$ cat config.mk
export PLATFORM = sky130hd
export DESIGN_NAME = slave_consumer
export DESIGN_NICKNAME = d
export VERILOG_FILES = /design/src/rtl/slave_pkg.sv /design/src/rtl/slave_consumer.sv
export SDC_FILE = /design/constraint.sdc
export NUM_CORES = 1
export LEC_CHECK = 0
export ABC_AREA = 0
export BUFFER_PORTS_ARGS = -buffer_cell sky130_fd_sc_hd__buf_2
export CORE_MARGIN = 4
export CORE_UTILIZATION = 30
export CTS_CLUSTER_DIAMETER = 40
export CTS_CLUSTER_SIZE = 12
export DETAILED_ROUTE_END_ITERATION = 16
export PLACE_DENSITY = 0.49
export SETUP_SLACK_MARGIN = 0.15
export SLEW_MARGIN = 20
export SYNTH_ARGS = -nofsm -noshare
export SYNTH_HDL_FRONTEND = slang
export SYNTH_SLANG_ARGS = --single-unit
$ cat constraint.sdc
create_clock -name slave_clk1 -period 1.6 [get_ports slave_clk1]
set_input_delay 0.16 -clock slave_clk1 [delete_from_list [all_inputs] [get_ports slave_clk1]]
set_output_delay 0.16 -clock slave_clk1 [all_outputs]
set_load 0.005 [all_outputs]
$ cat src/rtl/slave_pkg.sv
// ============================================================================
//  Module  : slave_pkg
//  Brief   : Shared types, defaults and helpers for the slave-side produce path.
//  Rev     : 1.0  initial release
// ============================================================================
`default_nettype none

package slave_pkg;

    typedef enum logic [0:0] {ST_FILL, ST_DRAIN} slave_state_e;

    localparam int SLAVE_DEPTH_DFLT = 10;

    // Bit that makes the total number of ones (data plus this bit) even.
    function automatic logic even_parity(input logic [31:0] data);
        return ^data;
    endfunction

endpackage

`default_nettype wire

$ cat src/rtl/slave_consumer.sv
// ============================================================================
//  Module  : slave_consumer
//  Brief   : Fill/drain buffer between the master produce port and a valid/ready
//            consumer. Optional SLAVE_CONSUMER_PARITY_EN adds per-entry parity.
//  Rev     : 1.0  initial release
// ============================================================================
`default_nettype none

module slave_consumer
    import slave_pkg::*;
#(
    parameter int DATA_W = 4,
    parameter int DEPTH  = SLAVE_DEPTH_DFLT,
    parameter int ADDR_W = 4
) (
    input  logic              slave_clk1,
    input  logic              rst_n,
    input  logic              prod_valid,
    input  logic [DATA_W-1:0] prod_data,
    output logic              prod_ready,
    output logic              cons_valid,
    output logic [DATA_W-1:0] cons_data,
    input  logic              cons_ready,
    output logic [ADDR_W-1:0] count,
`ifdef SLAVE_CONSUMER_PARITY_EN
    output logic              parity_err,
`endif
    output logic              drain_done
);

    localparam logic [ADDR_W-1:0] LAST = ADDR_W'(DEPTH - 1);

    slave_state_e      state;
    slave_state_e      next_state;
    logic [ADDR_W-1:0] wr_ptr;
    logic [ADDR_W-1:0] rd_ptr;
    logic [DATA_W-1:0] mem [DEPTH];
    logic              wr_en;
    logic              rd_en;

    always_ff @(posedge slave_clk1 or negedge rst_n) begin
        if (!rst_n) begin
            state <= ST_FILL;
        end else begin
            state <= next_state;
        end
    end

    always_comb begin
        next_state = state;
        prod_ready = 1'b0;
        cons_valid = 1'b0;
        cons_data  = '0;
        wr_en      = 1'b0;
        rd_en      = 1'b0;
        case (state)
            ST_FILL: begin
                prod_ready = 1'b1;
                wr_en      = prod_valid;
                if (prod_valid && (count == LAST)) begin
                    next_state = ST_DRAIN;
                end
            end
            ST_DRAIN: begin
                cons_valid = 1'b1;
                cons_data  = mem[rd_ptr];
                rd_en      = cons_ready;
                if (cons_ready && (rd_ptr == LAST)) begin
                    next_state = ST_FILL;
                end
            end
            default: next_state = ST_FILL;
        endcase
    end

    // Pointers wrap by explicit compare so non-power-of-2 depths work.
    always_ff @(posedge slave_clk1 or negedge rst_n) begin
        if (!rst_n) begin
            wr_ptr     <= '0;
            rd_ptr     <= '0;
            count      <= '0;
            drain_done <= 1'b0;
            for (int i = 0; i < DEPTH; i++) begin
                mem[i] <= '0;
            end
        end else begin
            drain_done <= rd_en && (rd_ptr == LAST);
            if (wr_en) begin
                mem[wr_ptr] <= prod_data;
                count       <= count + 1'b1;
                wr_ptr      <= (count == LAST) ? '0 : wr_ptr + 1'b1;
            end
            if (rd_en) begin
                if (rd_ptr == LAST) begin
                    rd_ptr <= '0;
                    count  <= '0;
                end else begin
                    rd_ptr <= rd_ptr + 1'b1;
                    count  <= count - 1'b1;
                end
            end
        end
    end

`ifdef SLAVE_CONSUMER_PARITY_EN
    logic [DEPTH-1:0] mem_par;

    // Data is delivered regardless; a mismatch only latches the sticky flag.
    always_ff @(posedge slave_clk1 or negedge rst_n) begin
        if (!rst_n) begin
            mem_par    <= '0;
            parity_err <= 1'b0;
        end else begin
            if (wr_en) begin
                mem_par[wr_ptr] <= even_parity({{(32-DATA_W){1'b0}}, prod_data});
            end
            if (rd_en && (mem_par[rd_ptr] != even_parity({{(32-DATA_W){1'b0}}, mem[rd_ptr]}))) begin
                parity_err <= 1'b1;
            end
        end
    end
`endif

endmodule

`default_nettype wire
==> flow_metrics.env <==
export IMPL_synth_edff_count=0
export IMPL_antenna_found_initial=0
export IMPL_rows=35
export IMPL_worst_pin_slew_ns=0.4952
export IMPL_timing_critical_path_from="rd_ptr[1]"
export IMPL_whs_path_depth=3
export IMPL_skew_ns=0.005443
export IMPL_status="complete, but fails checks"
export IMPL_boundaryPins=19
export IMPL_ant_nets=0
export IMPL_crit_slowest_cell="dfrtp_1"
export IMPL_port_buffers=18
export IMPL_grt_usage=0.1290
export IMPL_die_h_um=105.9
export IMPL_fin_nets=275
export IMPL_vias=1875
export IMPL_ys_seq_area_frac=0.4700
export IMPL_wire_per_inst_um=17.39
export IMPL_nFillCells=928
export IMPL_final_cells=390
export IMPL_cts_buffers=5
export IMPL_r2r_slack_ns=0.17
export IMPL_endpoint_kind="primary output"
export IMPL_critPathKind="reg2out"
export IMPL_slew_violations=0
export IMPL_report_power_total_mw=6.588
export IMPL_drtIter0Drc=65
export IMPL_layout_drive_gt1_share=0.4866
export IMPL_timing_rr_start="state"
export IMPL_mostFrequentLayoutCell="dfrtp_1"
export IMPL_finalSetupViolCount=4
export IMPL_min_to="count[2]"
export IMPL_area_growth_pct=21.24
export IMPL_finalWorstSetupSlack_ns=-0.1442
export IMPL_start_util=0.3097
export IMPL_power_frac_seq=0.375
export IMPL_num_antenna_cells=0
export IMPL_violations="setup timing"
export IMPL_p_clk_frac=0.128
export IMPL_totalWireLength_mm=6.781
export IMPL_die_x_um=105.9
export IMPL_grt_pass1_wl_mm=11.19
export IMPL_swShare=0.3791
export IMPL_cts_path_max_buffers=2
export IMPL_synth_nets=243
export IMPL_ir_worst_vdd_uv=501.7
export IMPL_synth_top_area_cell="dfrtp_1"
export IMPL_drc=0
export IMPL_grt_max_degree=37
export IMPL_die_area_um2=11210
export IMPL_synth_area_um2=2875
export IMPL_ys_seq_elements=54
export IMPL_dp_cells=377
export IMPL_leakagePower_nw=1.539
export IMPL_htreeDepth=2
export IMPL_worstPathCellList="buf_6, mux2_2, o2111a_1, buf_2"
export IMPL_hold_violations=0
export IMPL_gp_congestion=0.7916
export IMPL_reg2reg_to="mem[0]"
export IMPL_p_comb_frac=0.496
export IMPL_numClockSinks=54
export IMPL_syn_area_per_cell_um2=12.61
export IMPL_layout_common_cells="dfrtp_1, mux2_2, mux2_4, buf_2, buf_4"
export IMPL_ys_async_sr_fraction=1.000
export IMPL_clockRootBuffer="clkbuf_8"
export IMPL_grt_overflow=0
export IMPL_hold_slack_ns=0.1454
export IMPL_p_sw_mw=2.498
export IMPL_min_period_over_period=1.090
export IMPL_netlist_area_leader_share=0.4700
export IMPL_p_int_mw=4.091
export IMPL_maxCapViolations=0
export IMPL_max_freq_mhz=573.3
export IMPL_pwr_density_cell_nw_per_um2=1890
export IMPL_r2r_cells=3
export IMPL_arrival_ns=1.58
export IMPL_worstPathRequired_ns=1.44
export IMPL_dp_hpwl_mm=4.880
export IMPL_critPathMaxFanout=5
export IMPL_drt_pass1_iterations=4
export IMPL_ys_flop_type="dfrtp_1"
export IMPL_yosysWarningCount=0
export IMPL_grt_pass1_vias=2011
export IMPL_core_area_um2=9284
export IMPL_min_path_type="in2reg"
export IMPL_ys_types=47
export IMPL_clk_pin_slew_worst_paths_ns=0.11
export IMPL_slew_headroom=0.6699
export IMPL_post_route_min_period_ns=1.744
export IMPL_cts_tree="built"
export IMPL_critPathMaxStageDelay_ns=0.41
export IMPL_clk_latency_ns=0.32
export IMPL_holdCritStartpoint="cons_ready"
export IMPL_synth_area_leaders="dfrtp_1, mux2_2, mux2i_1, mux2_4, ha_1"
export IMPL_vias_per_cell=4.808
export IMPL_start_kind="flip-flop"
export IMPL_netlist_instances=228
export IMPL_rsz0062_at_grt="yes"
power groups by stage:
stage / Clock, mW / Sequential (mW) / Combinational (mW)
3_5_place_dp: 0 / 2.44 / 2.84
6_report: 0.846 / 2.47 / 3.27
4_1_cts: 0.886 / 2.46 / 3.14
3_3_place_gp: 0 / 2.43 / 2.82
5_1_grt: 0.931 / 2.59 / 3.56
2_1_floorplan: 0 / 2.34 / 2.04
worst max-delay path, delay by kind of cell, from the launching register on:
kind	cells	cell delay, ns
DFF	1	0.41
muxes	1	0.35
AOI/OAI and AO/OA	1	0.23
buffers and inverters	2	0.28
cells in the mapped netlist (all sizes together), types with 3 or more instances:
master	count
nand2	8
o22ai	4
mux2i	16
o2111a	4
ha	7
a22oi	8
nand4	3
nand3	10
a21oi	6
nor2b	4
buf	14
inv	11
o21ai	4
dfrtp	54
mux2	44
and3	5
how the worst max path moves through the flow:
stage	end	slack [ns]	depth (start not counted)
floorplan	mem[0]	0.16	5
global placement	cons_data[3]	0.08	5
detailed placement	cons_data[2]	0.06	5
CTS	cons_data[1]	-0.15	5
global route	cons_data[2]	-0.23	5
finish	cons_data[3]	-0.14	4
layer usage:
| metal | vias up | global-route usage | share of wire |
|---|---|---|---|
| li1 | 890 | - | - |
| met1 | 959 | 0.1718 | 0.48 |
| met2 | 16 | 0.2140 | 0.48 |
| met3 | 10 | 0.02125 | 0.024 |
| met4 | 0 | 0.04255 | 0.016 |
| met5 | - | 0 | 0 |
state kept, by name, indices dropped and copies added (netlist names):
signal / count
count: 4
drain_done: 1
mem: 40
rd_ptr: 4
state: 1
wr_ptr: 4
stage by stage:
step / TNS [ns] / setup WS [ns] / instance area [µm²] / util
after floorplan: 0 / 0.1559 / 2878 / -
after global placement: 0 / 0.08202 / 3168 / 0.3412
after detailed placement: 0 / 0.05806 / 3168 / 0.3412
after CTS: -0.5811 / -0.1518 / 3405 / 0.3667
after global routing: -0.8410 / -0.2324 / 3486 / 0.3755
final: -0.5360 / -0.1442 / 3486 / 0.3755
kinds of logic (layout without fill, tap and decap cells):
| family | after synthesis | after routing | share of synthesized area |
|---|---|---|---|
| AOI/OAI and AO/OA | 33 | 33 | 0.08181 |
| xor gates and xnor gates | 2 | 2 | 0.006093 |
| adders and majority gates | 7 | 7 | 0.03046 |
| buffers and inverters | 26 | 59 | 0.05395 |
| DFF | 54 | 54 | 0.4700 |
| muxes | 60 | 60 | 0.2385 |
| and+or+nand+nor | 46 | 46 | 0.1192 |
area by class of cell:
type / count / area (µm²) / area share
clock buffers: 5 / 68.82 / 0.01974
clock inverters: 3 / 28.78 / 0.008256
inverters: 11 / 43.79 / 0.01256
multi-input cells: 148 / 1529 / 0.4386
flip-flops and latches: 54 / 1356 / 0.3891
well taps: 129 / 161.4 / 0.04630
repair buffers: 40 / 297.8 / 0.08543
timing repair:
item / 4_1_cts / 5_1_grt
hold endpoints to repair: 18 / 0
endpoints found under the setup margin: 18 / 39
pin swaps: 10 / 5
gates resized for setup: 31 / 17
hold buffers: 1 / 0
setup buffers: 2 / 2
Note: power is estimated with default switching activity, not from simulation.
